--- src/rtl/multibank_pingpong_ram_if.sv ---
// Writer/reader bus of the multibank ping-pong row buffer.
// The DUT takes the slave modport and the block driving writes/reads takes the master modport.
interface multibank_pingpong_ram_if #(
  parameter int DATA_W    = 64,
  parameter int DEPTH     = 8,
  parameter int NUM_BANKS = 2
);
  localparam int AW = (DEPTH > 1) ? $clog2(DEPTH) : 1;
  localparam int BW = (NUM_BANKS > 1) ? $clog2(NUM_BANKS) : 1;
  localparam int CW = $clog2(NUM_BANKS + 1);

  logic                  wr_en;
  logic [AW-1:0]         wr_addr;
  logic [DATA_W/8-1:0]   wr_be;
  logic [DATA_W-1:0]     wr_data;
  logic                  wr_commit;
  logic                  wr_ready;
  logic                  rd_en;
  logic [AW-1:0]         rd_addr;
  logic                  rd_release;
  logic                  rd_avail;
  logic [DATA_W-1:0]     rd_data;
  logic                  rd_valid;
  logic [BW-1:0]         wr_bank;
  logic [BW-1:0]         rd_bank;
  logic [CW-1:0]         full_cnt;
  logic                  err;

  modport master (
    output wr_en, wr_addr, wr_be, wr_data, wr_commit, rd_en, rd_addr, rd_release,
    input  wr_ready, rd_avail, rd_data, rd_valid, wr_bank, rd_bank, full_cnt, err
  );

  modport slave (
    input  wr_en, wr_addr, wr_be, wr_data, wr_commit, rd_en, rd_addr, rd_release,
    output wr_ready, rd_avail, rd_data, rd_valid, wr_bank, rd_bank, full_cnt, err
  );
endinterface

--- src/rtl/multibank_pingpong_ram.sv ---
// N-bank circular row buffer: the writer fills and commits banks, the reader consumes
// committed banks in order and releases them. Read latency is 1 cycle, or 2 with OUT_REG.
module multibank_pingpong_ram #(
  parameter int DATA_W    = 64,
  parameter int DEPTH     = 8,
  parameter int NUM_BANKS = 2,
  parameter int OUT_REG   = 1
) (
  input logic                    clk,
  input logic                    reset,
  multibank_pingpong_ram_if.slave bus
);
  localparam int AW     = (DEPTH > 1) ? $clog2(DEPTH) : 1;
  localparam int BW     = (NUM_BANKS > 1) ? $clog2(NUM_BANKS) : 1;
  localparam int CW     = $clog2(NUM_BANKS + 1);
  localparam int NBYTES = DATA_W / 8;

  logic [DATA_W-1:0] mem [NUM_BANKS][DEPTH];

  logic [BW-1:0]     wr_bank_q;
  logic [BW-1:0]     rd_bank_q;
  logic [CW-1:0]     full_q;
  logic              err_q;
  logic [DATA_W-1:0] rd_data_s1;
  logic              rd_valid_s1;

  logic wr_ready, rd_avail, wr_addr_ok, rd_addr_ok;
  logic wr_ok, rd_ok, commit_ok, release_ok, viol;

  assign wr_ready   = full_q < CW'(NUM_BANKS);
  assign rd_avail   = full_q != '0;
  assign wr_addr_ok = {1'b0, bus.wr_addr} < (AW+1)'(DEPTH);
  assign rd_addr_ok = {1'b0, bus.rd_addr} < (AW+1)'(DEPTH);

  assign wr_ok      = bus.wr_en & wr_ready & wr_addr_ok;
  assign rd_ok      = bus.rd_en & rd_avail & rd_addr_ok;
  assign commit_ok  = bus.wr_commit & wr_ready;
  assign release_ok = bus.rd_release & rd_avail;

  assign viol = ((bus.wr_en | bus.wr_commit) & ~wr_ready) |
                ((bus.rd_en | bus.rd_release) & ~rd_avail) |
                (bus.wr_en & ~wr_addr_ok) |
                (bus.rd_en & ~rd_addr_ok);

  // Explicit wrap so non-power-of-2 bank counts cycle correctly.
  function automatic logic [BW-1:0] next_bank(input logic [BW-1:0] b);
    return (b == BW'(NUM_BANKS - 1)) ? '0 : b + 1'b1;
  endfunction

  always_ff @(posedge clk) begin
    if (wr_ok) begin
      for (int i = 0; i < NBYTES; i++) begin
        if (bus.wr_be[i]) mem[wr_bank_q][bus.wr_addr][8*i +: 8] <= bus.wr_data[8*i +: 8];
      end
    end
  end

  always_ff @(posedge clk) begin
    if (reset) begin
      wr_bank_q   <= '0;
      rd_bank_q   <= '0;
      full_q      <= '0;
      err_q       <= 1'b0;
      rd_valid_s1 <= 1'b0;
      rd_data_s1  <= '0;
    end else begin
      if (commit_ok)  wr_bank_q <= next_bank(wr_bank_q);
      if (release_ok) rd_bank_q <= next_bank(rd_bank_q);
      case ({commit_ok, release_ok})
        2'b10:   full_q <= full_q + 1'b1;
        2'b01:   full_q <= full_q - 1'b1;
        default: full_q <= full_q;
      endcase
      if (viol) err_q <= 1'b1;
      rd_valid_s1 <= rd_ok;
      if (rd_ok) rd_data_s1 <= mem[rd_bank_q][bus.rd_addr];
    end
  end

  generate
    if (OUT_REG != 0) begin : g_out_reg
      logic [DATA_W-1:0] rd_data_s2;
      logic              rd_valid_s2;
      always_ff @(posedge clk) begin
        if (reset) begin
          rd_valid_s2 <= 1'b0;
          rd_data_s2  <= '0;
        end else begin
          rd_valid_s2 <= rd_valid_s1;
          if (rd_valid_s1) rd_data_s2 <= rd_data_s1;
        end
      end
      assign bus.rd_data  = rd_data_s2;
      assign bus.rd_valid = rd_valid_s2;
    end else begin : g_no_out_reg
      assign bus.rd_data  = rd_data_s1;
      assign bus.rd_valid = rd_valid_s1;
    end
  endgenerate

  assign bus.wr_ready = wr_ready;
  assign bus.rd_avail = rd_avail;
  assign bus.wr_bank  = wr_bank_q;
  assign bus.rd_bank  = rd_bank_q;
  assign bus.full_cnt = full_q;
  assign bus.err      = err_q;
endmodule

--- src/flat_wrapper.sv ---
// flat-port wrapper written by rule: the top's interface ports become plain ports
module multibank_pingpong_ram_flat 
#(
  parameter int DATA_W    = 64,
  parameter int DEPTH     = 8,
  parameter int NUM_BANKS = 2,
  parameter int OUT_REG   = 1
)
  (clk, reset, bus_wr_en, bus_wr_addr, bus_wr_be, bus_wr_data, bus_wr_commit, bus_rd_en, bus_rd_addr, bus_rd_release, bus_wr_ready, bus_rd_avail, bus_rd_data, bus_rd_valid, bus_wr_bank, bus_rd_bank, bus_full_cnt, bus_err);
  multibank_pingpong_ram_if #(.DATA_W(DATA_W), .DEPTH(DEPTH), .NUM_BANKS(NUM_BANKS)) bus_i ();
  input logic clk;
  input logic reset;
  input wire logic [$bits(bus_i.wr_en)-1:0] bus_wr_en;
  input wire logic [$bits(bus_i.wr_addr)-1:0] bus_wr_addr;
  input wire logic [$bits(bus_i.wr_be)-1:0] bus_wr_be;
  input wire logic [$bits(bus_i.wr_data)-1:0] bus_wr_data;
  input wire logic [$bits(bus_i.wr_commit)-1:0] bus_wr_commit;
  input wire logic [$bits(bus_i.rd_en)-1:0] bus_rd_en;
  input wire logic [$bits(bus_i.rd_addr)-1:0] bus_rd_addr;
  input wire logic [$bits(bus_i.rd_release)-1:0] bus_rd_release;
  output wire logic [$bits(bus_i.wr_ready)-1:0] bus_wr_ready;
  output wire logic [$bits(bus_i.rd_avail)-1:0] bus_rd_avail;
  output wire logic [$bits(bus_i.rd_data)-1:0] bus_rd_data;
  output wire logic [$bits(bus_i.rd_valid)-1:0] bus_rd_valid;
  output wire logic [$bits(bus_i.wr_bank)-1:0] bus_wr_bank;
  output wire logic [$bits(bus_i.rd_bank)-1:0] bus_rd_bank;
  output wire logic [$bits(bus_i.full_cnt)-1:0] bus_full_cnt;
  output wire logic [$bits(bus_i.err)-1:0] bus_err;
  assign bus_i.wr_en = bus_wr_en;
  assign bus_i.wr_addr = bus_wr_addr;
  assign bus_i.wr_be = bus_wr_be;
  assign bus_i.wr_data = bus_wr_data;
  assign bus_i.wr_commit = bus_wr_commit;
  assign bus_i.rd_en = bus_rd_en;
  assign bus_i.rd_addr = bus_rd_addr;
  assign bus_i.rd_release = bus_rd_release;
  assign bus_wr_ready = bus_i.wr_ready;
  assign bus_rd_avail = bus_i.rd_avail;
  assign bus_rd_data = bus_i.rd_data;
  assign bus_rd_valid = bus_i.rd_valid;
  assign bus_wr_bank = bus_i.wr_bank;
  assign bus_rd_bank = bus_i.rd_bank;
  assign bus_full_cnt = bus_i.full_cnt;
  assign bus_err = bus_i.err;
  multibank_pingpong_ram #(.DATA_W(DATA_W), .DEPTH(DEPTH), .NUM_BANKS(NUM_BANKS), .OUT_REG(OUT_REG)) u_core (.clk(clk), .reset(reset), .bus(bus_i));
endmodule
--- config.mk ---
export PLATFORM = sky130hd
export DESIGN_NAME = multibank_pingpong_ram_flat
export DESIGN_NICKNAME = d
export VERILOG_FILES = /design/src/rtl/multibank_pingpong_ram_if.sv /design/src/rtl/multibank_pingpong_ram.sv /design/src/flat_wrapper.sv
export SDC_FILE = /design/constraint.sdc
export NUM_CORES = 1
export LEC_CHECK = 0
export CORE_ASPECT_RATIO = 0.5
export CORE_MARGIN = 4
export CORE_UTILIZATION = 37
export DETAILED_ROUTE_END_ITERATION = 8
export PLACE_DENSITY = 0.6
export SLEW_MARGIN = 20
export SYNTH_ARGS = -nofsm -noshare
export SYNTH_HDL_FRONTEND = slang
export SYNTH_SLANG_ARGS = --single-unit
--- constraint.sdc ---
create_clock -name clk -period 6 [get_ports clk]
set_input_delay 0.9 -clock clk [delete_from_list [all_inputs] [get_ports clk]]
set_output_delay 0.9 -clock clk [all_outputs]
set_load 0.01 [all_outputs]
# After elaboration in Yosys (flattened, before gate mapping)
# Memories as Yosys holds them, arrays and structs flattened. A register that Yosys moved wholly into a read port is not among the register bits.
# Cells that the tools add are included.
# W data, S select, Z words.
[totals]
reg_bits = 135
ram_bits = 1024
in_bits = 84
out_inout_bits = 72
elab_cells = 7251
n_memories = 1
[memory_table]
columns = ["name", "words", "word_bits", "read_ports", "rd_clocked_by_memory_dff", "wr", "line", "text"]
rows = [
  ["u_core.mem", 2, 512, 1, 1, 1, "multibank_pingpong_ram.sv:18", "logic [DATA_W-1:0] mem [NUM_BANKS][DEPTH];"],
]
[op_classes]
addsub = 4
magnitude_cmp = 4
eq_ne = 2
mux = 3632
bitwise = 3597
n_reduce_logical = 3
[op_table]
columns = ["operator", "count"]
rows = [
  ["$mux W512", 8],
  ["$mux W1", 3604],
  ["$or A1 B1 Y1", 3587],
  ["$demux W64 S3", 8],
  ["$bmux W64 S3", 1],
  ["$mux W64", 3],
  ["$mux W56", 1],
  ["$mux W48", 1],
  ["$mux W40", 1],
  ["$mux W32", 1],
  ["$mux W24", 1],
  ["$mux W16", 1],
  ["$ge A4 B4 Y1 const B", 2],
  ["$mux W8", 1],
  ["$not A3 Y4", 2],
  ["$and A1 B1 Y1", 6],
  ["$lt A4 B1 Y1 const B", 1],
  ["$pmux W2 S2", 1],
  ["$reduce_bool A2 Y1", 2],
  ["$add A1 B1 Y1 const B", 2],
  ["$add A2 B1 Y2 const B", 1],
  ["$eq A2 B1 Y1 const B", 1],
  ["$eq A2 B2 Y1 const B", 1],
  ["$lt A2 B2 Y1 const B", 1],
  ["3 further kinds", 4],
]

# Longest topological paths before layout
[logic_depth]
word_depth = 13
ltp_mapped = 9
ltp_nobuf = 6

# Worst setup path before layout
# Ideal clock, no wire load.
[synth_path]
path_type = "input -> register"
start = "input port bus_wr_addr[0]"
end = "memory u_core.mem[1][408] (netlist name), enable pin"
setup_ns = 0.370
arrival_time_ns = 2.355
required_time_ns = 5.630
setup_slack_ns = 3.275
stages = 6
path_buffers = 2
path_cell_list = "clkbuf_1 -> or3b_2 -> clkbuf_1 -> inv_1 -> nand2_1 -> nor2_1"
[synth_via]
elab_chain_len = 11
elab_cells_between_ends = 28
classes_between = "order compare: 2; mux: 17; bitwise: 8; reduce/logical: 1"
[synth_lines]
columns = ["element", "line", "text"]
rows = [
  ["from (decl)", "flat_wrapper.sv:14", "input wire logic [$bits(bus_i.wr_addr)-1:0] bus_wr_addr;"],
  ["$not A3 Y4 (not written as such) *", "multibank_pingpong_ram.sv:53", "if (bus.wr_be[i]) mem[wr_bank_q][bus.wr_addr][8*i +: 8] <= bus.wr_data[8*i +: 8];"],
  ["$ge A4 B4 Y1 (not written as such) / $lt A4 B1 Y1 (equally long branches)", "multibank_pingpong_ram.sv:53", ""],
  ["$logic_and A1 B1 Y1 (not written as such)", "multibank_pingpong_ram.sv:53", ""],
  ["$mux W32 (not written as such)", "multibank_pingpong_ram.sv:53", ""],
  ["$demux W64 S3", "multibank_pingpong_ram.sv:53", ""],
  ["$mux W512 (not written as such)", "multibank_pingpong_ram.sv:53", ""],
  ["$or A1 B1 Y1 (no line) (4 in series)", "n/a", ""],
  ["$or A1 B1 Y1 (no line) *", "n/a", ""],
  ["to (decl)", "multibank_pingpong_ram.sv:18", ""],
]
# Mark *: on every way between the ends. The rest lies on a longest branch, timed or not.

# Worst setup path after layout
[layout_path]
start = "input port bus_wr_addr[1]"
end = "memory u_core.mem[1][121] (netlist name), enable pin"
[layout_via]
elab_chain_len = 10
elab_cells_between_ends = 28
classes_between = "order compare: 2; mux: 17; bitwise: 8; reduce/logical: 1"
[layout_lines]
columns = ["element", "line"]
rows = [
  ["$not A3 Y4 (not written as such) *", "multibank_pingpong_ram.sv:53"],
  ["$demux W64 S3", "multibank_pingpong_ram.sv:53"],
  ["$mux W512 (not written as such)", "multibank_pingpong_ram.sv:53"],
  ["$or A1 B1 Y1 (no line) (6 in series)", "n/a"],
  ["$or A1 B1 Y1 (no line) *", "n/a"],
]
# Marks and branches as above.

==> flow_results.org <==
** Min path
- The min-delay analysis places its worst path in the category register to register.
- Start point of the worst min-delay path :: u_core.rd_data_s1[63]
- Worst hold endpoint :: u_core.rd_data_s1[63]
- Number of stages on the worst hold path :: 2

** Synth
- In this run, distinct cell masters in the synthesized netlist total 34.
- Mean post-synth cell area :: roughly 19 um2
- Summed instance area of the synthesized netlist :: 0.0440 mm2
- Portion of synthesized cell area occupied by the leading cell type :: 0.700
- In this run, synthesis inferred 1024 flip-flops with an integrated enable.
- Library cell occupying the most area in the post-synthesis netlist :: sky130_fd_sc_hd__edfxtp_1
- Sorting the synthesized cells by how often they occur yields 1024 x sky130_fd_sc_hd__edfxtp_1, 256 x sky130_fd_sc_hd__mux2i_1, 201 x sky130_fd_sc_hd__nor2_1, 192 x sky130_fd_sc_hd__mux4_2, 136 x sky130_fd_sc_hd__dfxtp_1.
- Flip-flop cell with the highest count after synthesis :: sky130_fd_sc_hd__edfxtp_1
- The number of nets in the synthesized netlist is about 2400.
- Post-synth ARST share :: 0
- Number of cells produced by synthesis :: 2266
- Flop and latch count out of synthesis :: 1160
- For this run, the register share of the synthesized area comes to 0.762.
- Library cell with the highest instance count after synthesis :: sky130_fd_sc_hd__edfxtp_1
- The Yosys step of the flow raised 0 warnings.
- In the post-synthesis netlist, the biggest area contributors are sky130_fd_sc_hd__edfxtp_1 70%, sky130_fd_sc_hd__mux4_2 9.8%, sky130_fd_sc_hd__dfxtp_1 6.2%.

** Drt
- Drt pass-1 iters :: 5
- Starting DRT DRC Count :: between 1500 and 2000
- Per-cell via count in the routed design :: 5.22
- Met1 layer wirelength in the final routing :: approximately 43 mm
- Summed over all layers, the routed wires come to slightly above 100 mm.
- After detailed routing, the average wire length per cell comes to 24.9 um.
- Met3 WL post-DR :: roughly 5.5 mm
- Uppermost layer routed :: met5
- Met2 routed WL :: 50.7 mm
- After detailed routing, the number of remaining DRC violations is 0.
- Routed vias :: 21400
- DRT antenna net count :: 0

** Pwr
- Power spread over the standard cell area amounts to 360 mW/mm2.
- VDD sags by at most ~0.00025 V.
- Net switching power figure :: roughly 4.3 mW
- The internal portion of the total power is between 10 and 15 mW.
- Combinational group share of total power :: 0.139
- The share of total power dissipated in the clock network is 0.352.
- Of the total power, registers draw 0.509.
- In this run the static leakage power is roughly 15 nW.
- Of the total power, the share spent switching nets is 0.239.

** STA
- After routing, the total negative slack on setup checks comes to 0 ns.
- Number of pins with negative max-slew slack in the final report :: 0
- Clock skew :: ~0.024 ns
- At the pin with the least slew margin, the transition time is 1.21 ns.
- The final hold violation count came to 0.
- Hold is met by between 0.4 and 0.5 ns.
- In this run the tightest slew margin relative to its limit is 0.194.
- Fmax :: ~0.26 GHz
- Setup violations remaining at the end of the flow were counted as 0.
- Ratio of final minimum period to clock period :: 0.630
- Setup slack on the critical path of the routed design comes to 2.22 ns.
- Setup repair after global routing left no endpoint under its margin.
- After layout, the minimum clock period comes to about 3.8 ns.

** Die
- Number of cell rows :: 89
- The floorplan step defined a die boundary enclosing roughly 0.12 mm2.
- Effective utilization at floorplan :: 0.373
- Y dimension of the die :: roughly 250 um
- The region available for standard cell placement spans 0.118 mm2.
- Measured along the x axis, the die boundary spans 495 um.
- I/O pin count :: approximately 160

** Worst setup path
- The worst setup path is launched from an input port.
- The startpoint identified for the worst register-to-register timing path is u_core.bus.wr_bank.
- The worst register-to-register path has a setup slack of about 2.8 ns.
- Setup Crit Path Kind :: input port to register
- Critical path endpoint category :: register
- The slowest stage of the critical path belongs to the cell sky130_fd_sc_hd__nand3b_1.
- Along the worst path, the maximum fanout reaches 9.
- Walking the worst path, the cells encountered are clkdlybuf4s50_1, nand3b_1, inv_1, nand2_1, nor2_1.
- Endpoint of the worst-slack reg-to-reg timing path :: u_core.mem[1][58]
- For the worst setup path, the data required time is between 6 and 7 ns.
- The largest single stage delay on the critical path is around 0.89 ns.
- Arrival time of the worst setup path :: approximately 4 ns
- The number of cells on the worst reg-to-reg path is 2.

** Placement
- Worst slack at placement :: 1.57 ns
- Routability congestion estimate :: 0.775
- In this run the tool buffered the top-level ports with roughly 160 buffer cells.
- Dpl hpwl :: between 60 and 70 mm
- Counting tap cells, the placed design contains a total of ~3900 instances.

** Clock network
- Number of gates given a new drive strength after cts :: 0
- TritonCTS built the clock tree.
- For this design, the CTS-stage hold fixing added 0 buffers.
- Clock sink total :: between 1000 and 1500
- Clock tree root driver cell :: sky130_fd_sc_hd__clkbuf_16
- No sink is reached through more buffers than the 3 on the longest clock path.
- Post-CTS setup buffer count :: 0
- Clock transition at the register clock pins on the worst setup and hold paths after CTS :: around 0.06 ns
- The H-tree was split into 3 levels.
- Clock latency on the worst-skew pair :: around 0.66 ns
- TritonCTS buffer count :: around 110

** GRT
- Entering global routing, the biggest net connects a little over 80 pins.
- In the global route stage, overall resource usage came out at 0.162.
- Initial antenna violation count :: 7
- The first global-routing pass estimated roughly 150 mm of wire.
- The number of global-route vias before repair was ~22000.
- The total overflow left after global routing is 0.

** Run
- The tool flagged a number of max-cap violations equal to 0.

** Run status
- The run finished with clean final reports.

** Cells and area
- Post-synthesis to final-layout area growth :: 14.4%
- Number of nets in the final layout :: between 2000 and 2500
- Non-Filler Instances :: between 4000 and 5000
- Fraction of layout instances using a drive strength above 1 :: 0.149
logic make-up after synthesis:
group	synth area share
fa+ha+maj	0.000285
xor+xnor	0.000598
simple gates	0.0305
flops	0.762
compound gates	0.0327
buf+inv	0.0178
mux	0.157
cell type report:
type / count / area [um2]
Antenna cell: 5 / 12.5
Clock buffer: 153 / 2910
Clock inverter: 44 / 353
Fill cell: 10100 / 67600
Inverter: 7 / 26.3
Multi-Input combinational cell: 961 / 9740
Sequential cell: 1160 / 33500
Tap cell: 1592 / 1990
Timing Repair Buffer: 178 / 1790
power groups by stage:
stage,Combinational [mW],Clock (mW),Sequential [mW]
CTS,2.56,6.49,9.23
global route,2.70,6.86,9.24
finish,2.51,6.38,9.22
detailed placement,2.55,0,9.40
floorplan,1.93,0,9.27
global placement,2.53,0,9.40
critical path, delay by kind of cell:
family / cells / cell delay, ns
buffers and inverters: 2 / 0.88
and+or+nand+nor: 3 / 2.27
how the worst max path moves through the flow:
stage,from,cells past startpoint,slack (ns),endpoint
2_1_floorplan,bus_wr_addr[0],6,3.27,u_core.mem[1][408]
3_3_place_gp,bus_wr_addr[2],5,1.54,u_core.mem[1][125]
3_5_place_dp,bus_wr_addr[2],5,1.57,u_core.mem[1][126]
4_1_cts,bus_wr_addr[2],5,2.28,u_core.mem[1][121]
5_1_grt,bus_wr_addr[2],5,2.18,u_core.mem[1][127]
6_report,bus_wr_addr[1],5,2.22,u_core.mem[1][121]
layer usage:
metal | vias up | GRT usage
met2 | 615 | 0.274
li1 | 9414 | -
met1 | 11200 | 0.214
met3 | 170 | 0.0294
met4 | 6 | 0.0480
met5 | - | 0
placed cells by master (no fill, tap or decap), drive strengths merged, types with 3 or more instances in the layout:
| cell | netlist | routed |
|---|---|---|
| or3 | 3 | 3 |
| nand2b | 39 | 39 |
| or2 | 10 | 10 |
| a32oi | 39 | 39 |
| bufinv | 0 | 5 |
| diode | 0 | 5 |
| o211ai | 50 | 50 |
| a22oi | 64 | 64 |
| o21ai | 42 | 42 |
| nand2 | 42 | 42 |
| clkinv | 0 | 36 |
| nand3b | 3 | 3 |
| nor2 | 201 | 201 |
| edfxtp | 1024 | 1024 |
| mux2i | 256 | 256 |
| buf | 71 | 24 |
| nor2b | 4 | 4 |
| a21oi | 4 | 4 |
| clkbuf | 67 | 155 |
| dfxtp | 136 | 136 |
| inv | 7 | 8 |
| mux4 | 192 | 192 |
| clkdlybuf4s50 | 0 | 152 |
flip-flops by register name (all words and copies together), names as in the netlist, named ones only:
name and cells:
u_core.bus.err 1, u_core.bus.full_cnt 2, u_core.bus.wr_bank 1, u_core.rd_data_s1 64, u_core.mem 1024, u_core.bus.rd_data 64, u_core.rd_valid_s1 1, u_core.bus.rd_valid 1
u_core.bus.rd_bank 1
metrics by stage:
stage	utilization	area, um2	power (mW)
after floorplan	-	44000	11.2
after global placement	0.399	47000	11.9
after detailed placement	0.399	47000	12.0
after CTS	0.426	50300	18.3
after global routing	0.427	50300	18.8
final	0.427	50300	18.1
(Power assumes the default switching activity.)
